File: config.mk
export PLATFORM = sky130hd
export DESIGN_NAME = div_ctrl
export DESIGN_NICKNAME = d
export VERILOG_FILES = /design/src/rtl/div_ctrl.sv
export SDC_FILE = /design/constraint.sdc
export NUM_CORES = 1
export LEC_CHECK = 0
export BUFFER_PORTS_ARGS = -buffer_cell sky130_fd_sc_hd__buf_4
export CAP_MARGIN = 25
export CORE_UTILIZATION = 61
export CTS_BUF_LIST = sky130_fd_sc_hd__clkbuf_16
export CTS_CLUSTER_DIAMETER = 200
export DETAILED_ROUTE_END_ITERATION = 10
export GPL_TIMING_DRIVEN = 0
export HOLD_SLACK_MARGIN = 0.03
export PLACE_DENSITY = 0.92
export SLEW_MARGIN = 5
export SYNTH_ARGS = -nofsm -noshare
export SYNTH_HDL_FRONTEND = slang
export SYNTH_SLANG_ARGS = --single-unit
File: constraint.sdc
create_clock -name clk -period 4.9 [get_ports clk]
set_input_delay 0.735 -clock clk [delete_from_list [all_inputs] [get_ports clk]]
set_output_delay 0.735 -clock clk [all_outputs]
set_load 0.1 [all_outputs]
File: src/rtl/div_ctrl.sv
// 32-cycle restoring divide sequencer for DIV/DIVU in the EX stage; result_o = {remainder, quotient}.
// Define DIV_SIGNED_EN to honour signed_i; without it every divide is unsigned and no negation logic exists.
//
// state   | meaning
// IDLE    | waiting for start_i
// DIVZERO | divisor was zero, result forced to 0
// ON      | one restoring iteration per cycle, cnt 0..31
// END     | result presented until start_i drops
module div_ctrl (
    input  logic        clk,
    input  logic        resetn,
    input  logic        start_i,
    input  logic        signed_i,
    input  logic [31:0] dividend_i,
    input  logic [31:0] divisor_i,
    input  logic        annul_i,
    output logic        stallreq_o,
    output logic        ready_o,
    output logic [63:0] result_o
);

    typedef enum logic [1:0] {
        ST_IDLE    = 2'd0,
        ST_DIVZERO = 2'd1,
        ST_ON      = 2'd2,
        ST_END     = 2'd3
    } state_t;

    state_t      state_q, state_d;
    logic [4:0]  cnt_q, cnt_d;
    logic [64:0] work_q, work_d;
    logic [31:0] dvs_q, dvs_d;
    logic        ready_q, ready_d;
    logic [63:0] result_q, result_d;

    logic [31:0] dvd_mag;
    logic [31:0] dvs_mag;
    logic [64:0] shifted;
    logic [64:0] step;
    logic [31:0] quo_fix;
    logic [31:0] rem_fix;

`ifdef DIV_SIGNED_EN
    logic quo_neg_q, quo_neg_d;
    logic rem_neg_q, rem_neg_d;
    logic dvd_neg;
    logic dvs_neg;
`else
    logic unused_signed;
    assign unused_signed = signed_i;
`endif

    always_ff @(posedge clk or negedge resetn) begin
        if (!resetn) begin
            state_q   <= ST_IDLE;
            cnt_q     <= 5'd0;
            work_q    <= 65'd0;
            dvs_q     <= 32'd0;
            ready_q   <= 1'b0;
            result_q  <= 64'd0;
`ifdef DIV_SIGNED_EN
            quo_neg_q <= 1'b0;
            rem_neg_q <= 1'b0;
`endif
        end else begin
            state_q   <= state_d;
            cnt_q     <= cnt_d;
            work_q    <= work_d;
            dvs_q     <= dvs_d;
            ready_q   <= ready_d;
            result_q  <= result_d;
`ifdef DIV_SIGNED_EN
            quo_neg_q <= quo_neg_d;
            rem_neg_q <= rem_neg_d;
`endif
        end
    end

    // Operand magnitudes at capture; in the unsigned build these are the raw buses.
    always_comb begin
`ifdef DIV_SIGNED_EN
        dvd_neg = signed_i & dividend_i[31];
        dvs_neg = signed_i & divisor_i[31];
        dvd_mag = dvd_neg ? (~dividend_i + 32'd1) : dividend_i;
        dvs_mag = dvs_neg ? (~divisor_i + 32'd1) : divisor_i;
`else
        dvd_mag = dividend_i;
        dvs_mag = divisor_i;
`endif
    end

    // One restoring step; the partial remainder stays below the divisor so work_q[64] is always 0.
    always_comb begin
        shifted = {work_q[63:0], 1'b0};
        step    = shifted;
        if (shifted[64:32] >= {1'b0, dvs_q}) begin
            step = {shifted[64:32] - {1'b0, dvs_q}, shifted[31:1], 1'b1};
        end
    end

    always_comb begin
`ifdef DIV_SIGNED_EN
        quo_fix = quo_neg_q ? (~step[31:0] + 32'd1) : step[31:0];
        rem_fix = rem_neg_q ? (~step[63:32] + 32'd1) : step[63:32];
`else
        quo_fix = step[31:0];
        rem_fix = step[63:32];
`endif
    end

    always_comb begin
        state_d   = state_q;
        cnt_d     = cnt_q;
        work_d    = work_q;
        dvs_d     = dvs_q;
        ready_d   = ready_q;
        result_d  = result_q;
`ifdef DIV_SIGNED_EN
        quo_neg_d = quo_neg_q;
        rem_neg_d = rem_neg_q;
`endif
        case (state_q)
            ST_IDLE: begin
                if (start_i) begin
                    if (divisor_i == 32'd0) begin
                        state_d = ST_DIVZERO;
                    end else begin
                        state_d   = ST_ON;
                        work_d    = {33'd0, dvd_mag};
                        dvs_d     = dvs_mag;
                        cnt_d     = 5'd0;
`ifdef DIV_SIGNED_EN
                        quo_neg_d = dvd_neg ^ dvs_neg;
                        rem_neg_d = dvd_neg;
`endif
                    end
                end
            end
            ST_DIVZERO: begin
                state_d  = ST_END;
                result_d = 64'd0;
                ready_d  = 1'b1;
            end
            ST_ON: begin
                work_d = step;
                cnt_d  = cnt_q + 5'd1;
                if (cnt_q == 5'd31) begin
                    state_d  = ST_END;
                    result_d = {rem_fix, quo_fix};
                    ready_d  = 1'b1;
                end
            end
            ST_END: begin
                if (!start_i) begin
                    state_d = ST_IDLE;
                    ready_d = 1'b0;
                end
            end
            default: begin
                state_d = ST_IDLE;
                ready_d = 1'b0;
            end
        endcase

        // Flush wins over every transition but leaves the last result on result_o.
        if (annul_i) begin
            state_d  = ST_IDLE;
            ready_d  = 1'b0;
            cnt_d    = 5'd0;
            result_d = result_q;
        end
    end

    assign stallreq_o = ((state_q == ST_IDLE) & start_i & ~annul_i)
                      | (state_q == ST_DIVZERO)
                      | (state_q == ST_ON);
    assign ready_o    = ready_q;
    assign result_o   = result_q;

endmodule

After elaboration in Yosys (flattened, before gate mapping)

Cells that the tools add are included.

Bits in registers: 168
Input bits: 69
Output and inout port bits: 66
Word-level logic and storage cells: 58

$add $sub $neg: 2
$lt $le $gt $ge: 1
Equality and inequality tests: 11
Mux-type cells: 20
Bitwise logic cells: 6
Reduce and logical (&&, ||, !) cells: 12

Operator list:

| cell                                                                   | count |
|---|---|
| 64-bit two-way mux                                                     | 4 |
| 64-bit one-hot mux with 2 select lines                                 | 2 |
| 33-bit by 32-bit greater-or-equal comparator with 1-bit output         | 1 |
| 32-bit zero test                                                       | 1 |
| 32-bit subtractor                                                      | 1 |
| 3-bit AND reduction                                                    | 6 |
| 5-bit two-way mux                                                      | 3 |
| 3-bit != test (second input constant)                                  | 4 |
| 2-bit two-way mux                                                      | 5 |
| 5-bit one-hot mux with 2 select lines                                  | 1 |
| 2-bit one-hot mux with 4 select lines                                  | 1 |
| 2-bit != test (second input constant)                                  | 3 |
| 5-bit by 1-bit adder with 5-bit output (second input constant)         | 1 |
| 5-bit equality test (second input constant)                            | 1 |
| 2-bit equality test (second input constant)                            | 2 |
| 2-bit nonzero test                                                     | 2 |
| 4-bit nonzero test                                                     | 1 |
| 1-bit two-way mux                                                      | 3 |
| 1-bit one-hot mux with 3 select lines                                  | 1 |
| 3-bit nonzero test                                                     | 1 |
| 1-bit AND                                                              | 2 |
| 2-bit by 1-bit equality test with 1-bit output (second input constant) | 1 |
| 2-bit zero test                                                        | 1 |
| 1-bit NOT                                                              | 2 |
| 1-bit bitwise OR                                                       | 2 |

Logic depth before layout (Yosys ltp)

Gate-level depths: netlist of the first run.

Word-level depth: 5
Gate-level depth with buffers: 14
Gate-level depth less buffers: 12

Worst setup path after synthesis of the first run

Ideal clock, no wire load.

Path kind: input to output
Start: input port annul_i
End: output port stallreq_o
Arrival time: 3.052 ns
Required time: 4.165 ns
Path slack: 1.113 ns
Stages on the path: 2
Buffers on the path: 1
Path through: clkbuf_1 -> o21ai_0

Word-level cells in the longest chain between the ends: 4

RTL lines:

| item                       | line | text |
|---|---|---|
| start, declared            | 16   | `input logic annul_i,` |
| 1-bit NOT (no source line) | n/a  |  |
| 1-bit AND                  | 174  | `assign stallreq_o = ((state_q == ST_IDLE) & start_i & ~annul_i)` |
| 1-bit bitwise OR           | 175  | `\| (state_q == ST_DIVZERO)` |
| 1-bit bitwise OR           | 176  | `\| (state_q == ST_ON);` |
| end, declared              | 17   | `output logic stallreq_o,` |

Every way passes these cells.

Worst setup path in the final report of the first run

Start: register state_q[0]
End: output port stallreq_o

Word-level cells in the longest chain between the ends: 5
Elaborated cells between the ends (all ways): 7
Classes of those cells: eq/ne: 2; bitwise: 4; reduce/logical: 1

RTL lines:

| item                    | line | text |
|---|---|---|
| start, declared         | 29   | `state_t state_q, state_d;` |
| start signal, assigned  | 66   | `state_q <= state_d;` |
| 2-bit zero test         | 174  |  |
| 1-bit AND (2 in series) | 174  |  |
| 1-bit bitwise OR        | 175  |  |
| 1-bit bitwise OR (*)    | 176  |  |

Every way passes the cells marked *; elsewhere a longest branch is shown, timed or not.

==> impl_metrics.py, run 1 <==
metrics = {
    "status": {
        "run_status": "finished with violations",
        "violations": "design-rule violations",
    },
    "drt": {
        "drt_wl_total_um": 26200,
        "ant_nets": 0,
        "drt_pass1_iterations": 9,
        "drt_first_iter_violations": 1196,
        "vias_per_cell": 6.48,
        "drcViolationCount": 21,
        "vias": 8651,
        "wl_per_cell_um": 19.6,
    },
    "logic_synthesis": {
        "synth_nets": 1094,
        "avgSynthCellArea_um2": 9.32,
        "synth_seq_area_share_pct": 45.7,
        "ys_async_sr_fraction_pct": 100,
        "synth_cells": 986,
        "syn_area_mm2": 0.00919,
        "yosysUniqueCellTypes": 57,
        "yosysWarnings": 0,
        "synth_edf_count": 0,
        "yosys_register_bits": 168,
        "synth-main-ff-cell": "dfrtp_1",
    },
    "clocking": {
        "postCtsSetupBuffers": 0,
        "cts_num_sinks": 168,
        "clk_pin_slew_ns": 0.07,
        "cts_root_buf": "clkbuf_16",
        "h-tree-depth": 4,
        "ctsHoldBuffers": 0,
        "cts_repair_resize_count": 0,
        "cts_buffers": 17,
        "clk_latency_ns": 0.45,
        "cts_max_path_buffers": 2,
        "cts_tree": "done",
    },
    "floorplanning": {
        "placement_rows": 44,
        "die_h_um": 125,
        "core_area_mm2": 0.0146,
        "io_pins": 135,
        "chipWidth_um": 125,
        "start_util_pct": 62.8,
        "fp.dieArea_mm2": 0.0156,
    },
    "sta": {
        "drv_slew": 0,
        "rsz0062_at_grt": "false",
        "hold_viol_final": 0,
        "whs_ns": 0.218,
        "setup_violations": 0,
        "finalCritPeriodShare_pct": 82.3,
        "skew_ns": 0.00825,
        "tightest_slew_ns": 0.925,
        "finalSetupTns_ns": 0,
        "max_freq_ghz": 0.248,
        "relSlewSlack_pct": 38.2,
        "period_needed_ns": 4.03,
    },
    "power_and_ir_drop": {
        "powerDensity_mw_per_mm2": 596,
        "p_leak_nw": 5.09,
        "vdd_drop_max_v": 0.000306,
        "clkPwrFrac_pct": 19.7,
        "p_seq_share_pct": 30.9,
        "power_switching_share_pct": 48.2,
        "combPwrFrac_pct": 49.4,
        "switchingPower_w": 0.00316,
        "p_int_w": 0.00340,
    },
    "setup_path": {
        "critPathCaptureType": "primary output",
        "r2r.worst_path.cells": 12,
        "crit_chain": "inv_1, ha_1, clkbuf_1, clkbuf_1, clkbuf_1, clkbuf_1, nor2_1, o21ai_0, buf_4",
        "r2r_slack_ns": 1.35,
        "cp.required_ns": 4.16,
        "crit_type": "reg2out",
        "crit_path_top_delay_cell": "clkbuf_1",
        "r2r-end": "result_o[41]$_DFFE_PN0P_",
        "critPathLaunchType": "register",
        "r2r_start": "dvs_q[1]$_DFFE_PN0P_",
        "cpMostUsedCell": "clkbuf_1",
        "arrival_ns": 3.30,
        "cp_num_buf_inv": 6,
        "max_stage_delay_ns": 0.50,
        "critPathTopFamily": "buffers and inverters",
        "crit_fanout": 10,
    },
    "grt": {
        "grt_pass1_wl_um": 42700,
        "grtUsageTotal_pct": 35.1,
        "grt_pass1_vias": 8310,
        "grt_max_degree": 109,
        "overflow": 0,
        "antenna_found_initial": 0,
    },
    "final_layout": {
        "layout_commonest_cell": "nand2_1",
        "syn_to_final_growth_pct": 19.8,
        "layout-drive-gt1-share_pct": 19.2,
        "nFillCells": 1002,
        "n_antenna_cell": 0,
        "nets": 1247,
        "fin_util_pct": 75.2,
        "final_cell_mix": "nand2_1 (180), dfrtp_1 (168), buf_4 (132), o21ai_0 (90)",
    },
    "flow_run": {
        "drv_cap": 0,
    },
    "placement": {
        "place_hpwl_um": 19100,
        "port_buffers": 133,
        "routabilityCongestion": 0.969,
    },
    "min_path": {
        "holdCritPathClass": "in2async",
    },
}
-- worst max path at each step --
stage	end	from	cells past startpoint	slack, ns
after floorplan	stallreq_o	annul_i	2	1.11
after global placement	work_q[26]$_DFFE_PN0P_	divisor_i[16]	10	0.93
after detailed placement	work_q[23]$_DFFE_PN0P_	divisor_i[16]	10	0.78
after CTS	stallreq_o	state_q[0]$_DFFE_PN0P_	9	0.94
after global routing	stallreq_o	state_q[0]$_DFFE_PN0P_	9	0.71
final	stallreq_o	state_q[0]$_DFFE_PN0P_	9	0.87
-- routing by layer --
| layer | global-route usage (%) | wire, um | up-vias |
|---|---|---|---|
| li1 | - | - | 3882 |
| met1 | 47.0 | 10600 | 4164 |
| met3 | 6.62 | 2300 | 94 |
| met2 | 55.9 | 12400 | 511 |
| met5 | 0 | 0 | - |
| met4 | 15.0 | 960 | 0 |
-- registers in the layout (all words and copies together) (netlist names) --
name      count
ready_o       1
work_q       64
state_q       2
result_o     64
dvs_q        32
cnt_q         5
-- synth_stat cells, drive strengths merged (2+ instances only) --
cell	count	share of area [%]
nor3b	3	0.25
ha	38	5.2
mux2i	7	0.76
nor4	11	0.75
a21oi	31	1.7
nand2b	6	0.41
a211oi	4	0.44
nand3	12	0.65
mux2	33	4.0
o22ai	2	0.14
or3	7	0.48
a21o	15	1.2
nor2b	5	0.34
o21a	3	0.25
a31o	2	0.19
a2bb2oi	2	0.19
a2111oi	3	0.49
xor2	8	0.76
buf	11	0.64
nor3	10	0.54
inv	49	2.0
a31oi	4	0.27
a22oi	2	0.16
o21ai	91	5.0
a211o	2	0.19
a221oi	2	0.19
or2	2	0.14
nor2	23	0.94
o31ai	12	1.3
a21boi	32	2.6
nand4	59	4.0
nand2	180	7.4
o211ai	8	0.65
o21bai	6	0.49
o311ai	44	4.2
and2	3	0.20
clkbuf	59	2.4
and3	3	0.20
xnor2	16	1.5
dfrtp	168	46
-- power groups by stage --
stage / combinational (W) / sequential [W] / clock (W)
2_1_floorplan: 0.00162 / 0.00272 / 0
5_1_grt: 0.00349 / 0.00207 / 0.00135
3_3_place_gp: 0.00308 / 0.00201 / 0
4_1_cts: 0.00320 / 0.00202 / 0.00129
6_report: 0.00324 / 0.00202 / 0.00129
3_5_place_dp: 0.00318 / 0.00203 / 0
-- stage by stage --
step | area [um^2] | instances | power [W] | setup WS, ns
5_1_grt | 11000 | 1336 | 0.00691 | 0.708
3_5_place_dp | 10500 | 1304 | 0.00521 | 0.776
2_1_floorplan | 9190 | 986 | 0.00434 | 1.11
6_report | 11000 | 1336 | 0.00656 | 0.865
3_3_place_gp | 10400 | 1303 | 0.00508 | 0.926
4_1_cts | 11000 | 1336 | 0.00650 | 0.945
-- cell families after synthesis --
logic type                 after synthesis  synth area share [%]
xor gates and xnor gates                24                  2.29
adders and majority gates               39                  5.39
AOI/OAI and AO/OA                      269                  20.2
DFF                                    168                  45.7
buffers and inverters                  119                  5.05
and+or+nand+nor                        327                  16.5
muxes                                   40                  4.81
-- final cells by class --
class	instances	area (um^2)	area share, %
buffer	70	280	2.55
sequential	168	4200	38.2
multi-input combinational	699	4520	41.1
clock buffer	17	425	3.86
inverter	49	184	1.67
timing repair buffer	134	1030	9.39
tap	184	230	2.09
clock inverter	15	128	1.16
Note: power is estimated with default switching activity, not from simulation.
==> run 2: changes to the inputs <==
Settings changed: CORE_UTILIZATION 61 to 52, PLACE_DENSITY 0.92 to 0.85.
Clock period 4.9 ns to 3.35 ns, I/O delays scaled along.
==> run 2 against run 1 <==
  * The run now ends clean
  * Global-route usage fell by 5.0 points
  * Total power increased by 50%
  * Sequential cell count unchanged
  * Design area up 2.4%
  * Sequential share of layout area is 0.88 points lower
  * Count of clock-buffer cells in the layout did not move
  * Via count decreased by 0.60%
  * Hold slack improved by 0.086 ns
  * Critical endpoint unchanged
==> impl_metrics.py, run 2 (synthesis gave the netlist of run 1 again) <==
metrics = {
    "clocking": {
        "cts_buffers": 17,
        "cts_root_buf": "clkbuf_16",
        "clk_latency_ns": 0.44,
        "cts_num_sinks": 168,
        "h-tree-depth": 4,
        "cts_max_path_buffers": 2,
        "cts_tree": "done",
        "clk_pin_slew_ns": 0.07,
    },
    "min_path": {
        "holdCritPathClass": "in2reg",
    },
    "setup_path": {
        "cp_num_buf_inv": 5,
        "critPathTopFamily": "buffers and inverters",
        "crit_type": "reg2out",
        "cp.required_ns": 2.85,
        "critPathLaunchType": "register",
        "arrival_ns": 2.72,
        "crit_fanout": 10,
        "crit_path_top_delay_cell": "dfrtp_1",
        "cpMostUsedCell": "clkbuf_2",
        "critPathCaptureType": "primary output",
        "max_stage_delay_ns": 0.40,
        "crit_chain": "inv_1, ha_1, clkbuf_2, clkbuf_2, clkbuf_2, nor2_1, o21ai_0, buf_6",
    },
    "power_and_ir_drop": {
        "power_switching_share_pct": 47.5,
        "combPwrFrac_pct": 48.8,
        "clkPwrFrac_pct": 21.1,
        "p_leak_nw": 5.20,
        "switchingPower_w": 0.00468,
        "p_seq_share_pct": 30.0,
        "vdd_drop_max_v": 0.000540,
        "power_w": 0.00985,
        "powerDensity_mw_per_mm2": 874,
        "p_int_w": 0.00517,
    },
    "sta": {
        "finalSetupTns_ns": 0,
        "finalCritPeriodShare_pct": 96.1,
        "skew_ns": 0.0109,
        "drv_slew": 0,
        "tightest_slew_ns": 0.705,
        "period_needed_ns": 3.22,
        "hold_viol_final": 0,
        "max_freq_ghz": 0.311,
        "relSlewSlack_pct": 52.5,
        "whs_ns": 0.304,
        "setup_violations": 0,
    },
    "grt": {
        "grtUsageTotal_pct": 30.1,
        "grt_pass1_vias": 8257,
        "antenna_found_initial": 0,
        "grt_pass1_wl_um": 42400,
        "grt_max_degree": 120,
        "overflow": 0,
    },
    "final_layout": {
        "final_cell_mix": "nand2_1 (180), dfrtp_1 (167), buf_4 (137), o21ai_0 (90), nand4_1 (59)",
        "design_area_mm2": 0.0113,
        "n_antenna_cell": 0,
        "nFillCells": 1404,
        "nets": 1254,
        "syn_to_final_growth_pct": 22.6,
        "final_cells": 1384,
        "layout-drive-gt1-share_pct": 20.8,
        "layout_commonest_cell": "nand2_1",
    },
    "floorplanning": {
        "io_pins": 135,
        "die_h_um": 135,
        "fp.dieArea_mm2": 0.0182,
        "start_util_pct": 53.1,
        "chipWidth_um": 135,
        "placement_rows": 48,
        "core_area_mm2": 0.0173,
    },
    "status": {
        "run_status": "finished clean",
    },
    "placement": {
        "dp_cells": 1345,
        "dpl_cell_area_mm2": 0.0105,
        "routabilityCongestion": 0.962,
        "port_buffers": 133,
        "place_hpwl_um": 19300,
    },
    "drt": {
        "wl_per_cell_um": 19.3,
        "vias": 8599,
        "drcViolationCount": 0,
        "ant_nets": 0,
        "drt_wl_total_um": 26800,
        "drt_first_iter_violations": 954,
        "vias_per_cell": 6.21,
        "drt_pass1_iterations": 6,
    },
    "flow_run": {
        "drv_cap": 0,
    },
}
## run 2: worst paths after layout
check	depth (start not counted)	slack, ns	start	endpoint
min in group asynchronous	2	0.56	resetn	work_q[42]$_DFFE_PN0P_
worst min register to register	2	0.48	work_q[1]$_DFFE_PN0P_	work_q[1]$_DFFE_PN0P_
worst min-delay path	2	0.30	divisor_i[28]	dvs_q[28]$_DFFE_PN0P_
worst max register to register	11	0.13	work_q[32]$_DFFE_PN0P_	work_q[61]$_DFFE_PN0P_
worst max-delay path	8	0.13	state_q[0]$_DFFE_PN0P_	stallreq_o
max in group asynchronous	3	1.86	resetn	result_o[26]$_DFFE_PN0P_
## run 2: repair_timing
action / in CTS / in global routing
hold endpoints to repair: 49 / 0
resized for setup: 5 / 24
pin swaps: 1 / 3
endpoints found under the setup margin: 40 / 78
setup buffers: 2 / 5
hold buffers: 1 / 0
## run 2: layout make-up
| cell class | instances | area [um^2] | area share (%) |
|---|---|---|---|
| buffer | 69 | 297 | 2.63 |
| sequential | 168 | 4210 | 37.3 |
| clock buffer | 17 | 425 | 3.78 |
| timing repair buffer | 142 | 1110 | 9.87 |
| clock inverter | 15 | 190 | 1.69 |
| inverter | 49 | 184 | 1.63 |
| tap | 225 | 282 | 2.50 |
| multi-input combinational | 699 | 4570 | 40.6 |
## run 2: worst reg2reg max path, cell delays in order (launching register included)
cell and delay, ns:
dfrtp_1 0.45, ha_1 0.33, nor2b_1 0.15, o31ai_2 0.24, a31o_2 0.25, a21oi_4 0.10
o31ai_4 0.33, a211oi_2 0.16, o31ai_4 0.36, buf_12 0.16, clkbuf_1 0.34, o311ai_0 0.21
## run 2: power by group through the flow
| stage | registers, W | logic [W] | clock network (W) |
|---|---|---|---|
| 4_1_cts | 0.00294 | 0.00468 | 0.00208 |
| 2_1_floorplan | 0.00398 | 0.00237 | 0 |
| 5_1_grt | 0.00302 | 0.00512 | 0.00216 |
| 6_report | 0.00296 | 0.00481 | 0.00208 |
| 3_5_place_dp | 0.00297 | 0.00464 | 0 |
| 3_3_place_gp | 0.00294 | 0.00452 | 0 |
## run 2: metal layers
layer / up-vias / wire length [um] / track usage, %
met5: - / 0 / 0
met4: 0 / 1100 / 13.2
met3: 88 / 2260 / 6.42
met2: 464 / 12700 / 49.3
met1: 4165 / 10700 / 38.5
li1: 3882 / - / -
## run 2: metrics by stage
stage               utilization [%]  worst slack, ns
floorplan                         -           0.0160
global placement               60.5           -0.460
detailed placement             60.7           -0.561
CTS                            64.6           0.0262
global route                   65.1          -0.0147
finish                         65.1            0.132
